==> config.mk <==
export PLATFORM = sky130hd
export DESIGN_NAME = rnn_host
export DESIGN_NICKNAME = d
export VERILOG_FILES = /design/src/rtl/rnn_host.sv
export SDC_FILE = /design/constraint.sdc
export NUM_CORES = 1
export LEC_CHECK = 0
export BUFFER_PORTS_ARGS = -buffer_cell sky130_fd_sc_hd__buf_2
export CAP_MARGIN = 20
export CORE_UTILIZATION = 23
export CTS_BUF_LIST = sky130_fd_sc_hd__clkbuf_8 sky130_fd_sc_hd__clkbuf_16
export DETAILED_ROUTE_END_ITERATION = 6
export HOLD_SLACK_MARGIN = 0.08
export PLACE_DENSITY = 0.5
export SLEW_MARGIN = 30
export SYNTH_ARGS = -nofsm -noshare
export SYNTH_HDL_FRONTEND = slang
export SYNTH_SLANG_ARGS = --single-unit
==> constraint.sdc <==
create_clock -name clk -period 2.2 [get_ports clk]
set_input_delay 0.22 -clock clk [delete_from_list [all_inputs] [get_ports clk]]
set_output_delay 0.22 -clock clk [all_outputs]
set_load 0.02 [all_outputs]
==> src/rtl/rnn_host.sv <==
// Host sequencer for the RNN accelerator: forwards parameter/step/run commands as bus writes and polls for the run result.
// Latency: bus write one cycle after command acceptance; RNN_HOST_PERF_EN builds the run cycle counter.
// Backpressure: cmd_ready stays low until the command completes and any result has been taken via res_ready.
module rnn_host #(
    parameter int STEP_CYCLES = 16,
    parameter int POLL_MAX    = 1024
) (
    input  logic        clk,
    input  logic        rst,
    input  logic        cmd_valid,
    output logic        cmd_ready,
    input  logic [2:0]  cmd_addr,
    input  logic [31:0] cmd_data,
    output logic        m_read,
    output logic        m_write,
    output logic [31:0] m_addr,
    output logic [31:0] m_wrdata,
    input  logic [31:0] m_rddata,
    output logic        res_valid,
    input  logic        res_ready,
    output logic [15:0] res_data,
    output logic        res_err,
    output logic [31:0] perf_cycles
);

    localparam int PW = $clog2(POLL_MAX + 1);
    localparam int SW = $clog2(STEP_CYCLES + 1);
    localparam logic [PW-1:0] POLL_LAST = PW'(POLL_MAX - 1);
    localparam logic [SW-1:0] STEP_LAST = SW'(STEP_CYCLES - 1);

    typedef enum logic [2:0] {IDLE, WRITE, STEP_WAIT, POLL, READ_RES, RESULT} state_t;

    state_t        state;
    logic [2:0]    addr_q;
    logic [SW-1:0] step_cnt;
    logic [PW-1:0] poll_cnt;
    logic          unused_rddata;

    assign unused_rddata = ^m_rddata[31:16];

    always_ff @(posedge clk or posedge rst) begin
        if (rst) begin
            state     <= IDLE;
            cmd_ready <= 1'b0;
            addr_q    <= '0;
            step_cnt  <= '0;
            poll_cnt  <= '0;
            m_read    <= 1'b0;
            m_write   <= 1'b0;
            m_addr    <= '0;
            m_wrdata  <= '0;
            res_valid <= 1'b0;
            res_data  <= '0;
            res_err   <= 1'b0;
        end else begin
            case (state)
                IDLE: begin
                    // cmd_ready is registered, so it first rises one cycle after reset release
                    cmd_ready <= 1'b1;
                    if (cmd_valid && cmd_ready) begin
                        state     <= WRITE;
                        cmd_ready <= 1'b0;
                        addr_q    <= cmd_addr;
                        m_write   <= 1'b1;
                        m_addr    <= {29'd0, cmd_addr};
                        m_wrdata  <= cmd_data;
                    end
                end
                WRITE: begin
                    m_write  <= 1'b0;
                    m_wrdata <= '0;
                    m_addr   <= '0;
                    case (addr_q)
                        3'd0: begin
                            state    <= STEP_WAIT;
                            step_cnt <= STEP_LAST;
                        end
                        3'd7: begin
                            state    <= POLL;
                            poll_cnt <= '0;
                            m_read   <= 1'b1;
                        end
                        default: begin
                            state     <= IDLE;
                            cmd_ready <= 1'b1;
                        end
                    endcase
                end
                STEP_WAIT: begin
                    if (step_cnt == '0) begin
                        state     <= IDLE;
                        cmd_ready <= 1'b1;
                    end else begin
                        step_cnt <= step_cnt - 1'b1;
                    end
                end
                POLL: begin
                    // done is tested before the limit so a hit on the last poll is a success
                    if (m_rddata[0]) begin
                        state  <= READ_RES;
                        m_addr <= 32'd7;
                    end else if (poll_cnt == POLL_LAST) begin
                        state     <= RESULT;
                        m_read    <= 1'b0;
                        res_valid <= 1'b1;
                        res_data  <= '0;
                        res_err   <= 1'b1;
                    end else begin
                        poll_cnt <= poll_cnt + 1'b1;
                    end
                end
                READ_RES: begin
                    state     <= RESULT;
                    m_read    <= 1'b0;
                    m_addr    <= '0;
                    res_valid <= 1'b1;
                    res_data  <= m_rddata[15:0];
                    res_err   <= 1'b0;
                end
                RESULT: begin
                    if (res_ready) begin
                        state     <= IDLE;
                        res_valid <= 1'b0;
                        cmd_ready <= 1'b1;
                    end
                end
                default: state <= IDLE;
            endcase
        end
    end

`ifdef RNN_HOST_PERF_EN
    logic [31:0] perf_cnt;

    // Counts the run's WRITE cycle plus every POLL and READ_RES cycle
    always_ff @(posedge clk or posedge rst) begin
        if (rst) begin
            perf_cnt    <= '0;
            perf_cycles <= '0;
        end else begin
            if (state == WRITE && addr_q == 3'd7)
                perf_cnt <= 32'd1;
            else if (state == POLL || state == READ_RES)
                perf_cnt <= perf_cnt + 32'd1;
            if (state == READ_RES || (state == POLL && !m_rddata[0] && poll_cnt == POLL_LAST))
                perf_cycles <= perf_cnt + 32'd1;
        end
    end
`else
    assign perf_cycles = '0;
`endif

endmodule

==> results.sh <==
export IMPL_status="finished, final reports clean"
export IMPL_fmax_mhz=534
export IMPL_crit_chain="nand4bb_1, nor4_4, buf_4, o21ai_0"
export IMPL_r2r_slack_ns=0.33
export IMPL_syn_inst=429
export IMPL_htree_levels=3
export IMPL_p_leak_nw=2.53
export IMPL_cts_tree="yes"
export IMPL_rows=47
export IMPL_worstReg2RegEnd="res_data[14]$_DFFE_PP0P_"
export IMPL_cts_buffer_depth=2
export IMPL_setup_viol=0
export IMPL_wl_per_cell_um=11.7
export IMPL_start_util_pct=23.6
export IMPL_antenna_cells=0
export IMPL_crit_arrival_ns=2.08
export IMPL_cts_buffers=9
export IMPL_grt_pass1_wl_um=15100
export IMPL_port_buffers=110
export IMPL_startpoint_type="flop"
export IMPL_dr_pass1_iters=4
export IMPL_cts_resized=0
export IMPL_fp_dieH_um=132
export IMPL_critPathRequiredTime_ns=2.41
export IMPL_design_core_area_sq_mm=0.0166
export IMPL_clock_sinks=78
export IMPL_synth_area_top_cells="dfrtp_1 (50%), buf_4 (12%), nand2_1 (11%)"
export IMPL_async_flop_share_pct=100
export IMPL_drc=0
export IMPL_drive_gt1_share_pct=25.6
export IMPL_synth_avg_cell_area_sq_um=9.13
export IMPL_dp_cells=747
export IMPL_fin_ws_ns=0.328
export IMPL_tightest_slew_ns=0.512
export IMPL_postRouteAntennaNets=0
export IMPL_cts_root_buf="clkbuf_16"
export IMPL_routabilityCongestion=0.747
export IMPL_synth_edff_count=0
export IMPL_p_per_area_mw_per_mm2=1350
export IMPL_yosys_area_top_type="dfrtp_1"
export IMPL_max_slew_margin_pct=65.9
export IMPL_endpoint="res_data[14]$_DFFE_PP0P_"
export IMPL_critPathMaxFanout=19
export IMPL_period_needed_ns=1.87
export IMPL_finalNetCount=635
export IMPL_finalHoldViolCount=0
export IMPL_vias=3216
export IMPL_synth_ff_type="dfrtp_1"
export IMPL_rsz0062_at_grt="no"
export IMPL_crit_slowest_cell="dfrtp_1"
export IMPL_synth_area_sq_mm=0.00392
export IMPL_avgViaCountPerCell=4.09
export IMPL_rr_worst_depth=4
export IMPL_drtIter0Drc=111
export IMPL_synth_warnings=0
export IMPL_die_w_um=132
export IMPL_setup_tns_ns=0
export IMPL_synth_most_common_cell="nand2_1"
export IMPL_period_share_pct=85.1
export IMPL_wirelength_um=9210
export IMPL_cp_end_kind="flop"
export IMPL_clk_pin_slew_worst_paths_ns=0.06
export IMPL_r2r_start="state[0]$_DFFE_PP0P_"
export IMPL_grt_pass1_vias=3022
export IMPL_irDropWorstVdd_mv=0.540
export IMPL_setup_worst_path_class="flop to flop"
export IMPL_grt_usage_pct=10.9
export IMPL_synth_top_area_share_pct=49.8
export IMPL_skew_ns=0.00348
export IMPL_yosysUniqueCellTypes=44
export IMPL_grt_start_max_net_pins=49
export IMPL_place_ws_ns=0.307
export IMPL_synth_seq_cells=78
export IMPL_grt_overflow=0
export IMPL_final_util_pct=30.6
export IMPL_dp_hpwl_um=6450
export IMPL_clock_latency_ns=0.34
export IMPL_antenna_found_initial=0
export IMPL_io_pins=188
export IMPL_ys_top_cells_by_count="nand2_1 (115), dfrtp_1 (78), buf_4 (62)"
export IMPL_drv_cap=0
export IMPL_holdCritPathClass="primary input to flop"
export IMPL_area_growth_pct=29.6
export IMPL_ys_seq_area_share_pct=49.8
export IMPL_crit_path_start="state[0]$_DFFE_PP0P_"
export IMPL_cts_setup_buffers=0
export IMPL_slew_violations=0
export IMPL_cpPeakStageDelay_ns=0.66
export IMPL_hold_buffers=24
export IMPL_die_area_sq_mm=0.0176
export IMPL_stdcell_count=787
-- worst min path at each step --
| stage | from | end | slack [ns] | cells after the start |
|---|---|---|---|---|
| final | m_rddata[1] | res_data[1]$_DFFE_PP0P_ | 0.09 | 3 |
| after detailed placement | rst | addr_q[0]$_DFFE_PP0P_ | 0.19 | 2 |
| after global placement | rst | addr_q[1]$_DFFE_PP0P_ | 0.18 | 2 |
| after CTS | m_rddata[4] | res_data[4]$_DFFE_PP0P_ | 0.08 | 3 |
| after floorplan | cmd_data[0] | m_wrdata[0]$_DFFE_PP0P_ | 0.34 | 2 |
| after global routing | cmd_data[6] | m_wrdata[6]$_DFFE_PP0P_ | 0.10 | 3 |
-- report_power, final --
| group | leakage, nW | internal (W) | switching, W |
|---|---|---|---|
| Clock | 0.165 | 0.00101 | 0.000583 |
| Combinational | 1.37 | 0.000959 | 0.00180 |
| Sequential | 0.990 | 0.00206 | 0.000433 |
| Total | 2.53 | 0.00403 | 0.00281 |
-- routing by layer --
| metal | track usage [%] | vias to the layer above | part of all wire, % |
|---|---|---|---|
| li1 | - | 1579 | - |
| met2 | 17.3 | 135 | 46 |
| met3 | 3.60 | 11 | 7.0 |
| met4 | 4.92 | 0 | 1.6 |
| met5 | 0 | - | 0 |
| met1 | 13.5 | 1491 | 45 |
-- cell families after synthesis --
family / synth area share, %
and+or+nand+nor: 20.0
buffers and inverters: 14.5
AOI/OAI and AO/OA: 11.8
DFF: 49.8
muxes: 2.94
adders and majority gates: 0.639
other: 0.0958
xor gates and xnor gates: 0.224
-- worst max-delay path: cells and delay by family (launching register included) --
| kind | cells | cell delay [ns] |
|---|---|---|
| buffers and inverters | 1 | 0.27 |
| AO/OA/AOI/OAI | 1 | 0.13 |
| AND/OR/NAND/NOR | 2 | 0.68 |
| flip-flops | 1 | 0.66 |
-- per-stage QoR --
step / instance area, sq um / total power [W] / hold slack [ns]
final: 5070 / 0.00684 / 0.0922
after global routing: 5070 / 0.00738 / 0.102
after CTS: 5070 / 0.00695 / 0.0801
after detailed placement: 4520 / 0.00527 / 0.186
after global placement: 4520 / 0.00519 / 0.183
after floorplan: 4150 / 0.00439 / 0.337
-- registers in the layout (all words and copies together) (netlist names) --
signal	flops
m_wrdata	32
res_data	16
poll_cnt	11
step_cnt	5
addr_q	3
m_addr	3
state	3
cmd_ready	1
m_read	1
m_write	1
res_err	1
res_valid	1
-- area by class of cell --
cell class                      instances  area, sq um
Tap cell                              220          275
Timing Repair Buffer                  141          868
Fill cell                            1774        11500
Inverter                                7         30.0
Clock buffer                           10          239
Sequential cell                        78         1950
Clock inverter                          6         77.6
Multi-Input combinational cell        325         1630
-- cells in the final DEF (no fill, tap or decap), types with 2 or more instances in the layout --
cell type and instances:
nor2_1 12, dlygate4sd3_1 24, nor4_4 2, buf_12 2, a31oi_1 4, or4_1 2
o22ai_1 2, nand2b_1 4, o211ai_1 2, and3_1 3, o21ai_1 2, and4_1 2
dfrtp_1 78, conb_1 61, nand4_1 2, mux2_2 4, nand3b_1 2, clkinv_2 2
mux2i_1 7, nand2_1 115, o21ai_0 56, a21oi_1 8, buf_2 110, nor3_1 4
a21o_1 2, nor3b_2 2, nor2b_1 3, clkbuf_16 9, ha_1 2, inv_1 8
nand3_1 8, buf_4 5, bufinv_16 2
No activity file was read; power rests on OpenSTA's default activity.
